## src/rtl/mcpu_pkg.sv

```systemverilog
// mcpu_pkg: opcodes, FSM states and ALU control for the multicycle core.
// Shared by mcpu_alu and mcpu_core.
package mcpu_pkg;

  localparam logic [3:0] OP_ADD  = 4'h0;
  localparam logic [3:0] OP_SUB  = 4'h1;
  localparam logic [3:0] OP_AND  = 4'h2;
  localparam logic [3:0] OP_OR   = 4'h3;
  localparam logic [3:0] OP_ADDI = 4'h4;
  localparam logic [3:0] OP_LW   = 4'h5;
  localparam logic [3:0] OP_SW   = 4'h6;
  localparam logic [3:0] OP_SLT  = 4'h7;
  localparam logic [3:0] OP_BEQ  = 4'h8;
  localparam logic [3:0] OP_BNE  = 4'h9;

  localparam logic [2:0] ALU_AND = 3'b000;
  localparam logic [2:0] ALU_OR  = 3'b001;
  localparam logic [2:0] ALU_ADD = 3'b010;
  localparam logic [2:0] ALU_SUB = 3'b110;
  localparam logic [2:0] ALU_SLT = 3'b111;

  typedef enum logic [2:0] {
    S_FETCH,
    S_DECODE,
    S_EXEC,
    S_MEM,
    S_WB,
    S_HALT
  } state_t;

  function automatic logic [2:0] alu_ctl(input logic [3:0] op);
    logic [2:0] c;
    case (op)
      OP_AND:  c = ALU_AND;
      OP_OR:   c = ALU_OR;
      OP_SUB:  c = ALU_SUB;
      OP_SLT:  c = ALU_SLT;
      OP_BEQ:  c = ALU_SUB;
      OP_BNE:  c = ALU_SUB;
      default: c = ALU_ADD;
    endcase
    return c;
  endfunction

  function automatic logic op_valid(input logic [3:0] op);
    return op <= OP_BNE;
  endfunction

  function automatic logic is_rtype(input logic [3:0] op);
    return (op <= OP_OR) || (op == OP_SLT);
  endfunction

  function automatic logic is_branch(input logic [3:0] op);
    return (op == OP_BEQ) || (op == OP_BNE);
  endfunction

  function automatic logic is_mem(input logic [3:0] op);
    return (op == OP_LW) || (op == OP_SW);
  endfunction

endpackage

```

## src/rtl/mcpu_alu.sv

```systemverilog
// mcpu_alu: combinational DATA_W ALU with zero flag.
// Control encoding comes from mcpu_pkg.
import mcpu_pkg::*;

module mcpu_alu #(
  parameter int DATA_W = 16
) (
  input  logic [2:0]        ctl,
  input  logic [DATA_W-1:0] a,
  input  logic [DATA_W-1:0] b,
  output logic [DATA_W-1:0] y,
  output logic              zero
);

  logic lt;
  assign lt = $signed(a) < $signed(b);

  // Select the operation; unknown codes yield zero.
  always_comb begin
    y = '0;
    case (ctl)
      ALU_AND: y = a & b;
      ALU_OR:  y = a | b;
      ALU_ADD: y = a + b;
      ALU_SUB: y = a - b;
      ALU_SLT: y = {{(DATA_W-1){1'b0}}, lt};
      default: y = '0;
    endcase
  end

  assign zero = (y == '0);

endmodule

```

## src/rtl/mcpu_core.sv

```systemverilog
// mcpu_core: multicycle 16-bit-ISA core, one shared req/ready memory port.
// Define MCPU_TRAP_EN to halt on undefined opcodes (else they are NOPs).
import mcpu_pkg::*;

module mcpu_core #(
  parameter int DATA_W = 16,
  parameter int ADDR_W = 16
) (
  input  logic              clk,
  input  logic              rst,
  output logic              mem_req,
  output logic              mem_we,
  output logic [ADDR_W-1:0] mem_addr,
  output logic [DATA_W-1:0] mem_wdata,
  input  logic [DATA_W-1:0] mem_rdata,
  input  logic              mem_ready,
  output logic [ADDR_W-1:0] pc,
  output logic              retire,
  output logic              halted
);

`ifdef MCPU_TRAP_EN
  localparam bit TRAP_EN = 1'b1;
`else
  localparam bit TRAP_EN = 1'b0;
`endif

  state_t            state;
  logic [15:0]       ir;
  logic [DATA_W-1:0] rf [4];
  logic [DATA_W-1:0] a;
  logic [DATA_W-1:0] b;
  logic [DATA_W-1:0] alu_out;
  logic [DATA_W-1:0] mdr;
  logic [ADDR_W-1:0] pc2;
  logic [ADDR_W-1:0] tgt;

  logic [3:0]        op;
  logic [1:0]        rs;
  logic [1:0]        rt;
  logic [1:0]        rd;
  logic [7:0]        imm;

  assign op  = ir[15:12];
  assign rs  = ir[11:10];
  assign rt  = ir[9:8];
  assign rd  = ir[7:6];
  assign imm = ir[7:0];

  logic [DATA_W-1:0] imm_d;
  logic [ADDR_W-1:0] imm_a;
  logic [ADDR_W-1:0] pc_inc;

  assign imm_d  = {{(DATA_W-8){imm[7]}}, imm};
  assign imm_a  = {{(ADDR_W-9){imm[7]}}, imm, 1'b0};
  assign pc_inc = pc + ADDR_W'(2);

  logic [DATA_W-1:0] alu_b;
  logic [DATA_W-1:0] alu_y;
  logic              alu_zero;
  logic              taken;
  logic [ADDR_W-1:0] nxt;

  assign alu_b = (is_rtype(op) || is_branch(op)) ? b : imm_d;

  mcpu_alu #(
    .DATA_W (DATA_W)
  ) u_alu (
    .ctl  (alu_ctl(op)),
    .a    (a),
    .b    (alu_b),
    .y    (alu_y),
    .zero (alu_zero)
  );

  assign taken = (op == OP_BEQ) ? alu_zero : !alu_zero;
  assign nxt   = taken ? tgt : pc2;

  logic [1:0]        wb_dst;
  logic [DATA_W-1:0] wb_val;

  assign wb_dst = is_rtype(op) ? rd : rt;
  assign wb_val = (op == OP_LW) ? mdr : alu_out;

  // Retire marks the final cycle; memory-completing ops depend on ready.
  always_comb begin
    retire = 1'b0;
    case (state)
      S_DECODE: retire = !op_valid(op) && !TRAP_EN;
      S_EXEC:   retire = is_branch(op);
      S_MEM:    retire = mem_req && mem_we && mem_ready;
      S_WB:     retire = 1'b1;
      default:  retire = 1'b0;
    endcase
  end

`ifdef MCPU_TRAP_EN
  assign halted = (state == S_HALT);
`else
  assign halted = 1'b0;
`endif

  // Register file: r0 is never written so it always reads zero.
  always_ff @(posedge clk or posedge rst) begin
    if (rst) begin
      for (int i = 0; i < 4; i++) rf[i] <= '0;
    end else if (state == S_WB && wb_dst != 2'd0) begin
      rf[wb_dst] <= wb_val;
    end
  end

  // Main FSM with registered memory-port outputs and PC.
  always_ff @(posedge clk or posedge rst) begin
    if (rst) begin
      state     <= S_FETCH;
      pc        <= '0;
      mem_req   <= 1'b0;
      mem_we    <= 1'b0;
      mem_addr  <= '0;
      mem_wdata <= '0;
      ir        <= '0;
      a         <= '0;
      b         <= '0;
      alu_out   <= '0;
      mdr       <= '0;
      pc2       <= '0;
      tgt       <= '0;
    end else begin
      case (state)
        S_FETCH: begin
          // Out of reset the request is raised one cycle late.
          if (!mem_req) begin
            mem_req  <= 1'b1;
            mem_we   <= 1'b0;
            mem_addr <= pc;
          end else if (mem_ready) begin
            ir      <= mem_rdata[15:0];
            mem_req <= 1'b0;
            state   <= S_DECODE;
          end
        end
        S_DECODE: begin
          a   <= rf[rs];
          b   <= rf[rt];
          pc2 <= pc_inc;
          tgt <= pc_inc + imm_a;
          if (op_valid(op)) begin
            state <= S_EXEC;
          end else if (TRAP_EN) begin
            state <= S_HALT;
          end else begin
            pc       <= pc_inc;
            mem_req  <= 1'b1;
            mem_we   <= 1'b0;
            mem_addr <= pc_inc;
            state    <= S_FETCH;
          end
        end
        S_EXEC: begin
          alu_out <= alu_y;
          if (is_branch(op)) begin
            pc       <= nxt;
            mem_req  <= 1'b1;
            mem_we   <= 1'b0;
            mem_addr <= nxt;
            state    <= S_FETCH;
          end else if (is_mem(op)) begin
            mem_req   <= 1'b1;
            mem_we    <= (op == OP_SW);
            mem_addr  <= ADDR_W'(alu_y);
            mem_wdata <= b;
            state     <= S_MEM;
          end else begin
            state <= S_WB;
          end
        end
        S_MEM: begin
          if (mem_ready) begin
            if (mem_we) begin
              pc       <= pc2;
              mem_we   <= 1'b0;
              mem_addr <= pc2;
              state    <= S_FETCH;
            end else begin
              mdr     <= mem_rdata;
              mem_req <= 1'b0;
              state   <= S_WB;
            end
          end
        end
        S_WB: begin
          pc       <= pc2;
          mem_req  <= 1'b1;
          mem_we   <= 1'b0;
          mem_addr <= pc2;
          state    <= S_FETCH;
        end
        S_HALT: begin
          state <= S_HALT;
        end
        default: begin
          state <= S_FETCH;
        end
      endcase
    end
  end

endmodule
```

## config.mk

```make
export PLATFORM = sky130hd
export DESIGN_NAME = mcpu_core
export DESIGN_NICKNAME = d
export VERILOG_FILES = /design/src/rtl/mcpu_pkg.sv /design/src/rtl/mcpu_alu.sv /design/src/rtl/mcpu_core.sv
export SDC_FILE = /design/constraint.sdc
export NUM_CORES = 1
export LEC_CHECK = 0
export CAP_MARGIN = 10
export CELL_PAD_IN_SITES_DETAIL_PLACEMENT = 1
export CELL_PAD_IN_SITES_GLOBAL_PLACEMENT = 1
export CORE_MARGIN = 1
export CORE_UTILIZATION = 48
export DETAILED_ROUTE_END_ITERATION = 7
export PLACE_DENSITY = 0.9
export SYNTH_ARGS = -nofsm -noshare
export SYNTH_HDL_FRONTEND = slang
export SYNTH_SLANG_ARGS = --single-unit
```

## constraint.sdc

```tcl
create_clock -name clk -period 8.29 [get_ports clk]
set_input_delay 1.2435 -clock clk [delete_from_list [all_inputs] [get_ports clk]]
set_output_delay 1.2435 -clock clk [all_outputs]
set_load 0.02 [all_outputs]
```

**After elaboration in Yosys (flattened, before gate mapping)**

Cells that the tools add are included.

- $lt $le $gt $ge: 7
- Reduce and logical (&&, ||, !) cells: 25
- Bitwise gates (word level): 7
- Multiplexer cells: 48
- Divide/modulo/power cells: 0
- Shift-type cells: 0
- Multipliers: 0
- Add/sub/neg operators: 4
- Equal/unequal tests: 26

Operators with widths:

| kind | number |
|---|---|
| 2-to-1 mux 16 bit | 15 |
| case mux 16 bit (5 select lines) | 2 |
| binary-select mux 16 bit (select 2 bit) | 2 |
| bitwise mux 64 bit | 1 |
| case mux 16 bit (4 select lines) | 1 |
| adder 16 bit | 2 |
| demux 16 bit (select 2 bit) | 1 |
| 2-to-1 mux 3 bit | 6 |
| adder 16 x 2 -> 16 bit, second input constant | 1 |
| bitwise AND 16 bit | 1 |
| logical NOT 16 bit | 1 |
| less-than comparator 16 bit | 1 |
| != test 2 bit, second input constant | 8 |
| bitwise OR 16 bit | 1 |
| subtractor 16 bit | 1 |
| case mux 3 bit (5 select lines) | 1 |
| AND reduction 5 bit | 3 |
| 2-to-1 mux 1 bit | 13 |
| == test 3 bit, second input constant | 4 |
| == test 4 x 3 -> 1 bit, second input constant | 3 |
| case mux 3 bit (4 select lines) | 1 |
| AND reduction 3 bit | 4 |
| case mux 1 bit (5 select lines) | 2 |
| == test 3 x 2 -> 1 bit, second input constant | 3 |
| 22 further kinds | 39 |

- Output and inout bits: 52
- Bits in registers: 229
- ROM bits: 0
- Bits of input ports: 19
- Bits in writable memories: 0
- Bits in latches: 0
- Memories: 0

**Depth between registers and ports, before layout**

- Depth in word-level cells: 12
- Depth in mapped cells: 24
- Gate-level depth less buffers: 19

**By module**

From an unflattened synthesis, not the netlist that was laid out.

- Cell total of the unflattened synthesis: 1500
- Area, all modules: 14067.2 um2

By module, submodules not included:

| module | instances | area an instance (um2) | cells each |
|---|---|---|---|
| mcpu_core | 1 | 11457.2 | 1126 |
| mcpu_alu | 1 | 2610.0 | 374 |

**Least setup slack after synthesis**

No wires, ideal clock.

- Path type: register to register
- Start point: register ir[15]
- End point: register mem_addr[12]
- Arrival: 4.919 ns
- Clock period less this slack: 5.045 ns
- Path slack: 3.245 ns
- Setup time: 0.126 ns
- Path buffers: 4
- Cell stages (with the launch flop): 22
- Path through: dfrtp_1 > buf_2 > clkbuf_1 > a21oi_1 > or2_2 > clkbuf_1 > mux2_2 > ha_1 > fa_1 > a21oi_1 > o22ai_1 > or4_1 > and3_1 > o32a_1 > a211oi_2 > nand4_1 > and4bb_4 > xnor2_4 > buf_6 > mux2i_1 > nor2_1 > a2bb2oi_1

- Longest elaborated chain between the ends: 12
- Elaborated cells on any way between the ends: 38

Ends and longest elaborated chain:

| element | RTL line | source |
|---|---|---|
| start, declared | mcpu_core.sv:29 | `logic [15:0] ir;` |
| start signal, assigned | mcpu_core.sv:137 | `ir <= mem_rdata[15:0];` |
| less-or-equal comparator 4 x 2 -> 1 bit, or another cell as far along | mcpu_pkg.sv:50 | `return (op <= OP_OR) \|\| (op == OP_SLT);` |
| logical OR 1 bit (on tied branches) | mcpu_pkg.sv:50, mcpu_pkg.sv:54 |  |
| logical OR 1 bit | mcpu_core.sv:64 | `assign alu_b = (is_rtype(op) \|\| is_branch(op)) ? b : imm_d;` |
| 2-to-1 mux 16 bit | mcpu_core.sv:64 |  |
| subtractor 16 bit, or another cell as far along | mcpu_alu.sv:25 | `ALU_SUB: y = a - b;` |
| case mux 16 bit (5 select lines) | mcpu_alu.sv:21 | `case (ctl)` |
| logical NOT 16 bit | mcpu_alu.sv:31 | `assign zero = (y == '0);` |
| logical NOT 1 bit | mcpu_core.sv:76 | `assign taken = (op == OP_BEQ) ? alu_zero : !alu_zero;` |
| 2-to-1 mux 1 bit | mcpu_core.sv:76 |  |
| 2-to-1 mux 16 bit | mcpu_core.sv:77 | `assign nxt = taken ? tgt : pc2;` |
| 2-to-1 mux 16 bit | mcpu_core.sv:161 | `if (is_branch(op)) begin` |
| case mux 16 bit (5 select lines) | mcpu_core.sv:129 | `case (state)` |
| end signal, assigned | mcpu_core.sv:135 | `mem_addr <= pc;` |
| end signal, assigned | mcpu_core.sv:165 | `mem_addr <= nxt;` |
| end signal, assigned | mcpu_core.sv:170 | `mem_addr <= ADDR_W'(alu_y);` |
| end, declared | mcpu_core.sv:13 | `output logic [ADDR_W-1:0] mem_addr,` |

Several ways; a longest one is shown, not always the timed one. The select of a mux whose other input is x is not followed.
A chain may end at the register's enable or synchronous reset.

**Worst setup path in the final report**

- Start point: register ir[12]
- End point: register mem_addr[9]

Same word-level chain as after synthesis.

==> flow_summary_export.csv <==
group,metric,value,unit
worst_setup_path,worstPathRequired,8.71,ns
logic_synthesis,synth.area.top_cells,"dfrtp_1 41%, nand2_1 6.7%, ha_1 6.0%, o21ai_0 5.2%, mux4_2 5.2%",
worst_setup_path,reg2reg_to,"mem_addr[9]$_DFFE_PP0P_",
clock_network,postCtsHoldBufs,0,
sta,rsz0062_at_grt,"no",
floorplan,start_util,49.1,%
floorplan,io_pins,71,
logic_synthesis,yosys.area_share.simple,13.8,%
logic_synthesis,synth_compound_area_share,17.8,%
logic_synthesis,synth_xor_area_share,2.49,%
clock_network,cts_tree,"built",
clock_network,h-tree-depth,1,
global_routing,grt_pass1_vias,12429,
logic_synthesis,synth_area_per_cell,9.51,um^2
worst_setup_path,crit_path_end_kind,"flop",
logic_synthesis,ys_ff_latch,228,
drt,avgRoutedWirePerCell,24.7,um
sta,whs,0.396,ns
drt,drt_iter0_markers,810,
global_routing,grt_first_pass_wirelength,71800,um
sta,worstMarginPinSlew,1.10,ns
sta,fmax,150,MHz
floorplan,die_area,0.0294,mm^2
logic_synthesis,synth_edf_count,0,
min_path,hold_depth,0,
clock_network,cts_resized,0,
worst_setup_path,rr_startpoint,"ir[12]$_DFFE_PP0P_",
floorplan,row_count,61,
logic_synthesis,syn_area,0.0138,mm^2
worst_setup_path,cp-start-kind,"flop",
place,place_inst,1804,
global_routing,antenna_found_initial,0,
sta,hold_violations,0,
drt,routed_wl,45600,um
logic_synthesis,yosys.cell_count.top_type,"nand2_1",
sta,slew_headroom,26.6,%
logic_synthesis,netlist.top_cell.by_area,"dfrtp_1",
place,hpwl,31900,um
logic_synthesis,yosysWarnings,0,
clock_network,cts_buffer_depth,3,
min_path,hold_end,"rf[63]$_DFFE_PP0P_",
clock_network,post_cts.repair.setup_buffers,0,
drt,vias,11754,
worst_setup_path,r2r.worst_path.cells,19,
layout,diodes,0,
drt,ant_nets,0,
logic_synthesis,synth_top_cell_area_share,41.5,%
layout,final_cells,1849,
worst_setup_path,crit_fanout,40,
floorplan,core_area,0.0280,mm^2
sta,fin_skew,0.0112,ns
logic_synthesis,ys_types,73,
clock_network,clock_latency,0.54,ns
layout,finalNetCount,1542,
place,gp_congestion,0.929,
logic_synthesis,synth_cells,1447,
floorplan,die_w,171,um
drt,first_pass_iters,5,
outcome,status,"finished clean",
logic_synthesis,synthMuxAreaShare,13.0,%
drt,drc_errors,0,
worst_setup_path,r2r_setup_slack,1.64,ns
min_path,hold_class,"reg -> reg",
run,max_cap_violations,0,
drt,vias_per_cell,6.36,
global_routing,grt_overflow_total,0,
layout,syn2layout_area_growth,12.5,%
logic_synthesis,synth_top_family_by_area,"compound AO/OA/AOI/OAI gates",
min_path,min_from,"rf[63]$_DFFE_PP0P_",
logic_synthesis,synth_adder_area_share,6.44,%
layout,final_area,0.0155,mm^2
floorplan,die_h,171,um
clock_network,root_buffer,"clkbuf_16",
logic_synthesis,synthArstFlopShare,100,%
sta,slew_viol_final,0,
place,port_buffers,69,
global_routing,grt_max_degree,119,
place,placed_area,0.0147,mm^2
logic_synthesis,synth_commonest_cells,"245 x nand2_1, 228 x dfrtp_1, 144 x o21ai_0",
clock_network,cts_buffers,26,
sta,finalCritPeriodShare,80.3,%
clock_network,cts_num_sinks,228,
logic_synthesis,ys.flop_type,"dfrtp_1",
worst_setup_path,path_class,"reg -> reg",
sta,setup-violations-final,0,
logic_synthesis,ys_seq_area_share,41.5,%
sta,finalWorstPathRequiredPeriod,6.65,ns
worst_setup_path,crit_arrival,7.07,ns
global_routing,grtUsageTotal,32.3,%
clock_network,clk_pin_slew_worst_paths,0.06,ns
logic_synthesis,syn-num-nets,1535,
layout,drive_gt1_share,11.6,%
sta,setup_tns,0,ns
==> layout make-up <==
type,count,area (um^2)
well taps,378,473
inverters,67,259
flip-flops and latches,228,5710
repair buffers,86,818
multi-input cells,1045,7400
clock buffers,39,771
clock inverters,6,55.1
fillers,3143,12500
==> per-stage QoR <==
step,setup slack [ns],util (%)
after floorplan,0.799,-
after global placement,2.08,52.3
after detailed placement,1.85,52.3
after CTS,1.75,55.3
after global routing,1.28,55.3
final,1.64,55.3
==> cell families after synthesis <==
kind of cell             after synthesis
AND/OR/NAND/NOR                      431
other                                  1
flip-flops                           228
AO/OA/AOI/OAI                        377
XOR/XNOR                              37
buffers and inverters                174
adder cells (fa/ha/maj)               69
multiplexers                         130
==> worst max path at each step <==
stage,to,startpoint,cells after the start
finish,mem_addr[9]$_DFFE_PP0P_,ir[12]$_DFFE_PP0P_,19
global route,mem_addr[9]$_DFFE_PP0P_,ir[12]$_DFFE_PP0P_,19
CTS,mem_addr[9]$_DFFE_PP0P_,ir[12]$_DFFE_PP0P_,19
detailed placement,mem_addr[9]$_DFFE_PP0P_,ir[12]$_DFFE_PP0P_,19
global placement,mem_addr[2]$_DFFE_PP0P_,ir[12]$_DFFE_PP0P_,19
floorplan,a[0]$_DFFE_PP0P_,rst,1
==> layout by cell type, fill, tap and decap left out, types with 8 or more instances in the layout <==
cell type / count
nor3_1: 19
o21ai_0: 141
or2_2: 8
nand2_1: 245
inv_1: 66
o22ai_1: 13
a21o_1: 16
nor2b_1: 9
xnor2_1: 28
o211ai_1: 9
nor2_1: 73
o221ai_1: 10
o21bai_1: 9
mux4_2: 32
mux2_2: 56
dfrtp_1: 228
buf_4: 17
clkbuf_16: 27
xor2_1: 8
clkdlybuf4s50_1: 69
nand3_1: 19
a221oi_1: 15
ha_1: 66
o21a_1: 14
a211oi_1: 19
a21oi_1: 59
mux2i_1: 41
nand2b_1: 9
==> worst max-delay path: stages (launching register included) <==
cell and delay (ns):
dfrtp_1 0.32, buf_4 0.42, nand2_1 0.30, a21oi_1 0.51, or2_2 0.53, mux2_2 0.43
ha_1 0.25, fa_1 0.46, a21oi_1 0.23, o22ai_1 0.14, o21ai_0 0.25, nor2b_1 0.24
xnor2_1 0.09, a211oi_1 0.72, nand3_1 0.13, and4bb_4 0.43, xnor2_4 0.36, mux2i_1 0.34
o221ai_1 0.15, nor3b_1 0.19
==> sequential cells by signal (all words and copies together), names as in the netlist, 16 cells and up <==
signal and count:
pc 16, b 16, ir 16, mdr 16, pc2 16, rf 64, a 16, alu_out 16
mem_wdata 16, mem_addr 16
==> layer usage <==
metal	wire [um]	vias up	track usage, %	share of wire (%)
met5	0	-	0	0
met3	3090	132	5.89	6.8
met4	1900	0	13.9	4.2
li1	-	5149	-	-
met2	21500	487	52.2	47
met1	19100	5986	42.6	42
Power is not shown: default switching activity piles up to over one toggle a cycle in this logic, so the estimate is an artifact.
